### src/rtl/mem_resp_pkg.sv
`default_nettype none
// ============================================================================
// Module   : mem_resp_pkg
// Purpose  : Shared types and constants for the multicycle memory responder.
// Revision : 1.0  initial release
// ============================================================================
package mem_resp_pkg;

  // Default interface widths of the 16-bit core's unified memory port
  localparam int DEF_ADDR_W = 8;
  localparam int DEF_DATA_W = 16;

  // Wait-state counter width; WAIT_CYCLES must fit (0..15)
  localparam int CNT_W = 4;

  // Responder FSM encoding
  typedef enum logic [1:0] {
    ST_IDLE = 2'd0,
    ST_WAIT = 2'd1,
    ST_DONE = 2'd2
  } state_e;

endpackage : mem_resp_pkg
`default_nettype wire

### src/rtl/mem_resp_array.sv
`default_nettype none
// ============================================================================
// Module   : mem_resp_array
// Purpose  : Single-port DEPTH x DATA_W storage with synchronous byte-enabled
//            write and a registered read port that can also be cleared.
// Revision : 1.0  initial release
// ============================================================================
module mem_resp_array
  import mem_resp_pkg::*;
#(
  parameter int DATA_W = DEF_DATA_W,
  parameter int DEPTH  = 256,
  parameter int IDX_W  = 8
) (
  input  logic              clk,
  input  logic              rst,
  input  logic              wr_en,
  input  logic              rd_en,
  input  logic              rd_clr,
  input  logic [1:0]        be,
  input  logic [IDX_W-1:0]  idx,
  input  logic [DATA_W-1:0] wdata,
  output logic [DATA_W-1:0] rdata
);

  // Storage is deliberately left unreset; only the read register is reset.
  logic [DATA_W-1:0] mem_q [DEPTH];
  logic [DATA_W-1:0] rdata_d;
  logic [DATA_W-1:0] rdata_q;

  // Byte-lane write: each lane updates only when its enable bit is set
  always_ff @(posedge clk) begin
    for (int i = 0; i < 2; i++) begin
      if (wr_en && be[i]) begin
        mem_q[idx][i*8 +: 8] <= wdata[i*8 +: 8];
      end
    end
  end

  // Read register next value: clear wins (out-of-range read), else load on read
  always_comb begin
    rdata_d = rdata_q;
    if (rd_clr) begin
      rdata_d = '0;
    end else if (rd_en) begin
      rdata_d = mem_q[idx];
    end
  end

  // Read register holds its value across writes and idle cycles
  always_ff @(posedge clk or posedge rst) begin
    if (rst) begin
      rdata_q <= '0;
    end else begin
      rdata_q <= rdata_d;
    end
  end

  assign rdata = rdata_q;

endmodule : mem_resp_array
`default_nettype wire

### src/rtl/multicycle_mem_responder.sv
`default_nettype none
// ============================================================================
// Module   : multicycle_mem_responder
// Purpose  : Memory-side responder for the multicycle core's unified port.
//            Accepts one request at a time, inserts WAIT_CYCLES wait states,
//            commits the access and pulses done for one cycle.
// Revision : 1.0  initial release
// ============================================================================
module multicycle_mem_responder
  import mem_resp_pkg::*;
#(
  parameter int ADDR_W      = DEF_ADDR_W,
  parameter int DATA_W      = DEF_DATA_W,
  parameter int DEPTH       = 256,
  parameter int WAIT_CYCLES = 2
) (
  input  logic              clk,
  input  logic              rst,
  input  logic              req,
  input  logic              we,
  input  logic [1:0]        be,
  input  logic [ADDR_W-1:0] addr,
  input  logic [DATA_W-1:0] wdata,
  output logic              ready,
  output logic              done,
  output logic [DATA_W-1:0] rdata,
  output logic              err
);

  localparam int IDX_W = (DEPTH > 1) ? $clog2(DEPTH) : 1;
  // One extra bit so DEPTH == 2**ADDR_W is representable
  localparam logic [ADDR_W:0]    C_DEPTH = (ADDR_W+1)'(DEPTH);
  localparam logic [CNT_W-1:0]   C_WAIT  = CNT_W'(WAIT_CYCLES);

  state_e            state_q, state_d;
  logic [CNT_W-1:0]  cnt_q,   cnt_d;
  logic [ADDR_W-1:0] addr_q,  addr_d;
  logic              we_q,    we_d;
  logic [1:0]        be_q,    be_d;
  logic [DATA_W-1:0] wdata_q, wdata_d;
  logic              done_q,  done_d;
  logic              err_q,   err_d;

  logic commit;
  logic in_range;

  // The access commits on the edge that leaves WAIT with an exhausted counter
  assign commit   = (state_q == ST_WAIT) && (cnt_q == '0);
  assign in_range = ({1'b0, addr_q} < C_DEPTH);

  // Next-state, request latching and completion flags
  always_comb begin
    state_d = state_q;
    cnt_d   = cnt_q;
    addr_d  = addr_q;
    we_d    = we_q;
    be_d    = be_q;
    wdata_d = wdata_q;
    done_d  = 1'b0;
    err_d   = 1'b0;
    case (state_q)
      ST_IDLE: begin
        if (req) begin
          addr_d  = addr;
          we_d    = we;
          be_d    = be;
          wdata_d = wdata;
          cnt_d   = C_WAIT;
          state_d = ST_WAIT;
        end
      end
      ST_WAIT: begin
        if (cnt_q != '0) begin
          cnt_d = cnt_q - 1'b1;
        end else begin
          state_d = ST_DONE;
          done_d  = 1'b1;
          err_d   = ~in_range;
        end
      end
      ST_DONE: begin
        state_d = ST_IDLE;
      end
      default: begin
        state_d = ST_IDLE;
      end
    endcase
  end

  // State, counter, request and completion registers; reset aborts any access
  always_ff @(posedge clk or posedge rst) begin
    if (rst) begin
      state_q <= ST_IDLE;
      cnt_q   <= '0;
      addr_q  <= '0;
      we_q    <= 1'b0;
      be_q    <= 2'b00;
      wdata_q <= '0;
      done_q  <= 1'b0;
      err_q   <= 1'b0;
    end else begin
      state_q <= state_d;
      cnt_q   <= cnt_d;
      addr_q  <= addr_d;
      we_q    <= we_d;
      be_q    <= be_d;
      wdata_q <= wdata_d;
      done_q  <= done_d;
      err_q   <= err_d;
    end
  end

  // Storage: out-of-range accesses never touch it; out-of-range reads clear rdata
  mem_resp_array #(
    .DATA_W (DATA_W),
    .DEPTH  (DEPTH),
    .IDX_W  (IDX_W)
  ) u_array (
    .clk    (clk),
    .rst    (rst),
    .wr_en  (commit &  we_q &  in_range),
    .rd_en  (commit & ~we_q &  in_range),
    .rd_clr (commit & ~we_q & ~in_range),
    .be     (be_q),
    .idx    (addr_q[IDX_W-1:0]),
    .wdata  (wdata_q),
    .rdata  (rdata)
  );

  assign ready = (state_q == ST_IDLE);
  assign done  = done_q;
  assign err   = err_q;

endmodule : multicycle_mem_responder
`default_nettype wire

### config.mk
export PLATFORM = sky130hd
export DESIGN_NAME = multicycle_mem_responder
export DESIGN_NICKNAME = d
export VERILOG_FILES = /design/src/rtl/mem_resp_pkg.sv /design/src/rtl/mem_resp_array.sv /design/src/rtl/multicycle_mem_responder.sv
export SDC_FILE = /design/constraint.sdc
export NUM_CORES = 2
export LEC_CHECK = 0
export CELL_PAD_IN_SITES_DETAIL_PLACEMENT = 0
export CELL_PAD_IN_SITES_GLOBAL_PLACEMENT = 1
export CORE_ASPECT_RATIO = 0.6
export CORE_UTILIZATION = 54
export CTS_CLUSTER_DIAMETER = 40
export DETAILED_ROUTE_END_ITERATION = 7
export PLACE_DENSITY_LB_ADDON = 0.1
export SETUP_SLACK_MARGIN = 0.15
export SYNTH_ARGS = -nofsm -noshare
export SYNTH_HDL_FRONTEND = slang
export SYNTH_SLANG_ARGS = --single-unit
### constraint.sdc
create_clock -name clk -period 8.05 [get_ports clk]
set_input_delay 1.61 -clock clk [delete_from_list [all_inputs] [get_ports clk]]
set_output_delay 1.61 -clock clk [all_outputs]
set_load 0.02 [all_outputs]
Word-level counts from Yosys, hierarchy flattened:

Memories as Yosys holds them, arrays and structs flattened. A register that Yosys moved wholly into a read port is not among the register bits.
Cells that the tools add are included.

* memory bits (writable): 4096
* register bits after elaboration: 34
* memories kept: 1
* bits of input ports: 30

Memories
* u_array.mem_q: words 256, bits a word 16, rd ports 1, clocked after memory_dff 1, wr ports 1, line mem_resp_array.sv:27 `logic [DATA_W-1:0] mem_q [DEPTH];`

* add/subtract/negate cells: 1
* reductions and logical operators: 10
* bitwise operators: 3
* equal/unequal tests: 4
* mux-type cells: 12

Operators with widths (number)
* 4-bit 2-to-1 mux: 2
* 4-bit one-hot mux with 2 select lines: 1
* 1-bit 2-to-1 mux: 6
* 4-bit zero test: 1
* 2-bit 2-to-1 mux: 2
* 2-bit != test, second input constant: 2
* 2-bit one-hot mux with 2 select lines: 1
* 2-bit AND reduction: 2
* 4-bit nonzero test: 1
* 4-bit by 1-bit subtractor with 4-bit output, second input constant: 1
* 1-bit logical AND: 3
* 3-bit AND reduction: 1
* 1-bit AND: 2
* 2-bit by 1-bit equality test with 1-bit output, second input constant: 1
* 2-bit zero test: 1
* 2-bit by 1-bit != test with 1-bit output, second input constant: 1
* 2-bit nonzero test: 1
* 1-bit inverter: 1

Logic depth before layout (Yosys ltp):

* word-level depth: 6
* depth in mapped cells: 14
* gate-level depth less buffers: 9

By module:

A second synthesis with hierarchy kept.

* cells, all modules: 7462
* area total of the unflattened synthesis: 159336.6 µm²

By module, submodules not included
* mem_resp_array: cells each 7367, instances 1, sequential area each 123398.3 µm², area an instance 157932.7 µm²
* multicycle_mem_responder: cells each 95, instances 1, sequential area each 850.8 µm², area an instance 1403.8 µm²

Least setup slack after synthesis:

OpenSTA, ideal clock, no wires.

* kind: register -> register
* start point: register wdata_q[0]
* end point: memory u_array.mem_q[0][0] in the netlist's numbering, data pin
* required time: 7.246 ns
* stages on the path, launching flop included: 1
* slack: 4.063 ns
* library setup time: 0.804 ns
* path buffers: 0
* arrival: 3.183 ns
* cells stage by stage: dfrtp_1

RTL lines
* from (decl): line multicycle_mem_responder.sv:40 `logic [DATA_W-1:0] wdata_q, wdata_d;`
* from (signal assigned): line multicycle_mem_responder.sv:107 `wdata_q <= wdata_d;`
* to (decl): line mem_resp_array.sv:27

No word-level cell before the write port.

==> metrics.txt <==
run status=finished, violations left; failing checks=max-capacitance violations, max-slew violations; half-perimeter wire length after detailed placement=307000 um; nets@finish=around 7800; post-synthesis instance area=160000 um^2; vertical extent of the die=~420 um; most frequent cells in the layout=edfxtp_1, mux4_2, nor2_1; unrepaired setup endpoints after global routing=false; proportion of layout cells with a drive suffix above 1=22.6%; GRT Resource Usage Total=32.9%; crit-path max cell delay=between 1 and 1.5 ns; # resized after CTS=0; crit share post-route=75.9%; clock net sink count=~4100; largest net degree at the start of global routing=178; GR met3 Demand/Resource=11.3%; f_max=164 MHz; post-detailed-routing wire length=496000 um; post-layout min period=6.11 ns; Clock Pin Slew Worst Setup and Hold Paths=0.06 ns; synth warn=0; x dimension of the die=around 710 um; Post-Syn Nets=7644; Hold Fails Final Rpt=0; number of slew-limit violations in the final report=11; nature of the critical path startpoint=flop; number of buffers inserted for hold repair after clock tree synthesis=0; I/O Pins=49; kind of critical path=flop to flop; Async SR Flop Fraction=1.21%; Cells after Synth=7612; global-route track usage on met1=51.8%; flops & latches, synth=about 4100; GRT Residual Overflow=0; non-filler instance count after layout=between 10000 and 15000; number of buffers on the longest clock path=4; cell at the slowest stage of the critical path=nor4_1; vias per cell=7.00; total negative slack=0 ns; Critical Path, Cell by Cell=buf_4, nor2b_4, buf_4, nand2_1, o22ai_1, nor4_1, nor2_1, nor4_1, o32a_1; count of cell types in the netlist=74; die area=around 300000 um^2; fraction of met2 tracks used by global routing=44.0%; Placement Rows=154; Peak supply drop=around 0.00029 V; count of buffers added by post-CTS timing repair for setup=0; worst relative slew slack=-6.92%; top_reg_cell synth=edfxtp_1; post-detailed-route wirelength per cell=41.2 um; multi-input logic area=33300 um^2; htree depth=5; root buffer selected by CTS=clkbuf_16; busiest metal layer after global routing=met1; synthesized area per cell=21.0 um^2; number of flops mapped to enable cells by yosys=4096; static leakage power=roughly 55 nW; number of maximum-capacitance violations=4; starting density of the core=54.5%; number of vias in the routed layout=84392; CP bufs+invs=2; clock latency of the later-clocked register in the worst-skew pair=~0.96 ns; cell family with the largest share of critical-path delay=simple AND/OR/NAND/NOR gates; number of global-route vias before repair=79056; most frequent standard cell in the layout excluding fill and tap cells=edfxtp_1; setup-violating endpoint count in the final report=0; Crit. End Element=flop; Floorplan Core Area=294000 um^2; DRC marker count from the first detailed-route iteration=14918; number of remaining DRC errors=0; pin slew with the least headroom to its limit=between 1.5 and 2 ns; antenna violations before repair=40; routability congestion estimate from global placement=0.904; worst path required time=8.92 ns; highest net fanout along the worst path=30; critical path arrival=6.97 ns; area growth from synthesis to layout=11.3%; drt pass-1 iters=6; sequential fraction of the synthesis area=77.5%; number of port buffers=between 40 and 50; number of placed cells counting well taps=11281; total CTS buffers=414; Register Area=124000 um^2; CTS tree=yes; number of antenna-violating nets in the routed design=0; power density over the cells=379 nW/um^2; # fillers=20414; path class of the lowest-slack min-delay path=flop to flop; global-route wire length before repair=673000 um; Clock Skew=about 0.06 ns
==> area by class of cell <==
class	instances	share of cell area [%]
diodes	15	0.0210
repair buffers	242	1.27
well taps	3900	2.74
clock inverters	273	1.51
inverters	7	0.0189
flip-flops and latches	4146	69.7
multi-input cells	2988	18.7
clock buffers	486	6.08
==> Yosys cell counts (9+ instances only) <==
| library cell | number | area, um^2 |
|---|---|---|
| nor2b_1 | 16 | 100 |
| a31oi_1 | 28 | 175 |
| edfxtp_1 | 4096 | 123000 |
| nor3_1 | 33 | 165 |
| a211oi_1 | 16 | 120 |
| o221ai_1 | 22 | 193 |
| buf_1 | 14 | 52.6 |
| mux2i_1 | 319 | 3190 |
| and2_1 | 11 | 68.8 |
| a221oi_1 | 40 | 350 |
| buf_2 | 110 | 551 |
| mux4_1 | 18 | 473 |
| a21oi_1 | 87 | 435 |
| o21ai_0 | 67 | 335 |
| mux4_2 | 881 | 19800 |
| nor4_1 | 26 | 163 |
| nor2_1 | 587 | 2200 |
| o22a_1 | 24 | 210 |
| buf_4 | 91 | 683 |
| buf_6 | 70 | 788 |
| mux2_2 | 25 | 282 |
| nand2b_1 | 11 | 68.8 |
| a32o_1 | 9 | 90.1 |
| nand3_1 | 32 | 160 |
| nand2_1 | 252 | 946 |
| a22oi_1 | 140 | 1050 |
| nand4_1 | 17 | 106 |
| clkbuf_1 | 173 | 649 |
| o22ai_1 | 200 | 1250 |
| or4_1 | 14 | 105 |
| and3_1 | 12 | 75.1 |
| a22o_1 | 19 | 166 |
| dfrtp_1 | 50 | 1250 |
==> sequential cells by signal, summed over array words and instances, names as in the netlist <==
| signal | count |
|---|---|
| u_array.mem_q | 4096 |
| u_array.rdata | 16 |
| wdata_q | 16 |
| addr_q | 8 |
| cnt_q | 4 |
| be_q | 2 |
| state_q | 2 |
| done | 1 |
| we_q | 1 |
==> cells by family after synthesis <==
group / synth area share, %
flip-flops: 77.5
XOR/XNOR: 0.0109
AO/OA/AOI/OAI: 3.01
AND/OR/NAND/NOR: 2.74
buffers and inverters: 1.82
other: 0.00234
multiplexers: 14.8
adder cells (fa/ha/maj): 0.0156
==> power by group <==
group / internal, mW / leakage (nW) / total (mW) / switching [mW]
logic: 6.03 / 11.0 / 20.2 / 14.2
registers: 26.9 / 37.7 / 27.9 / 1.06
clock network: 11.0 / 6.58 / 19.5 / 8.57
==> metrics by stage <==
step | total power [mW] | instance area, um^2 | hold slack (ns) | util [%] | worst slack, ns
2_1_floorplan | 39.3 | 160000 | 0.459 | - | 4.06
3_3_place_gp | 47.8 | 165000 | 0.502 | 56.0 | 2.39
3_5_place_dp | 48.0 | 165000 | 0.511 | 56.0 | 2.38
4_1_cts | 67.2 | 178000 | 0.525 | 60.6 | 2.37
5_1_grt | 68.8 | 178000 | 0.542 | 60.6 | 2.28
6_report | 67.6 | 178000 | 0.532 | 60.6 | 1.94
==> final timing paths <==
check,from,to,slack (ns),cells after the start
max,addr_q[2],u_array.rdata[12],1.94,9
min,u_array.rdata[8],u_array.rdata[8],0.53,1
max reg2reg,addr_q[2],u_array.rdata[12],1.94,9
min reg2reg,u_array.rdata[8],u_array.rdata[8],0.53,1
max in group asynchronous,rst,wdata_q[5],5.76,3
min in group asynchronous,rst,wdata_q[3],1.36,3
==> routing by layer <==
layer,routed length [um],vias up
met5,194,-
met4,14300,18
met3,73000,729
met2,204000,6237
met1,204000,45221
li1,-,32187
Power figures use the tool's default switching activity.
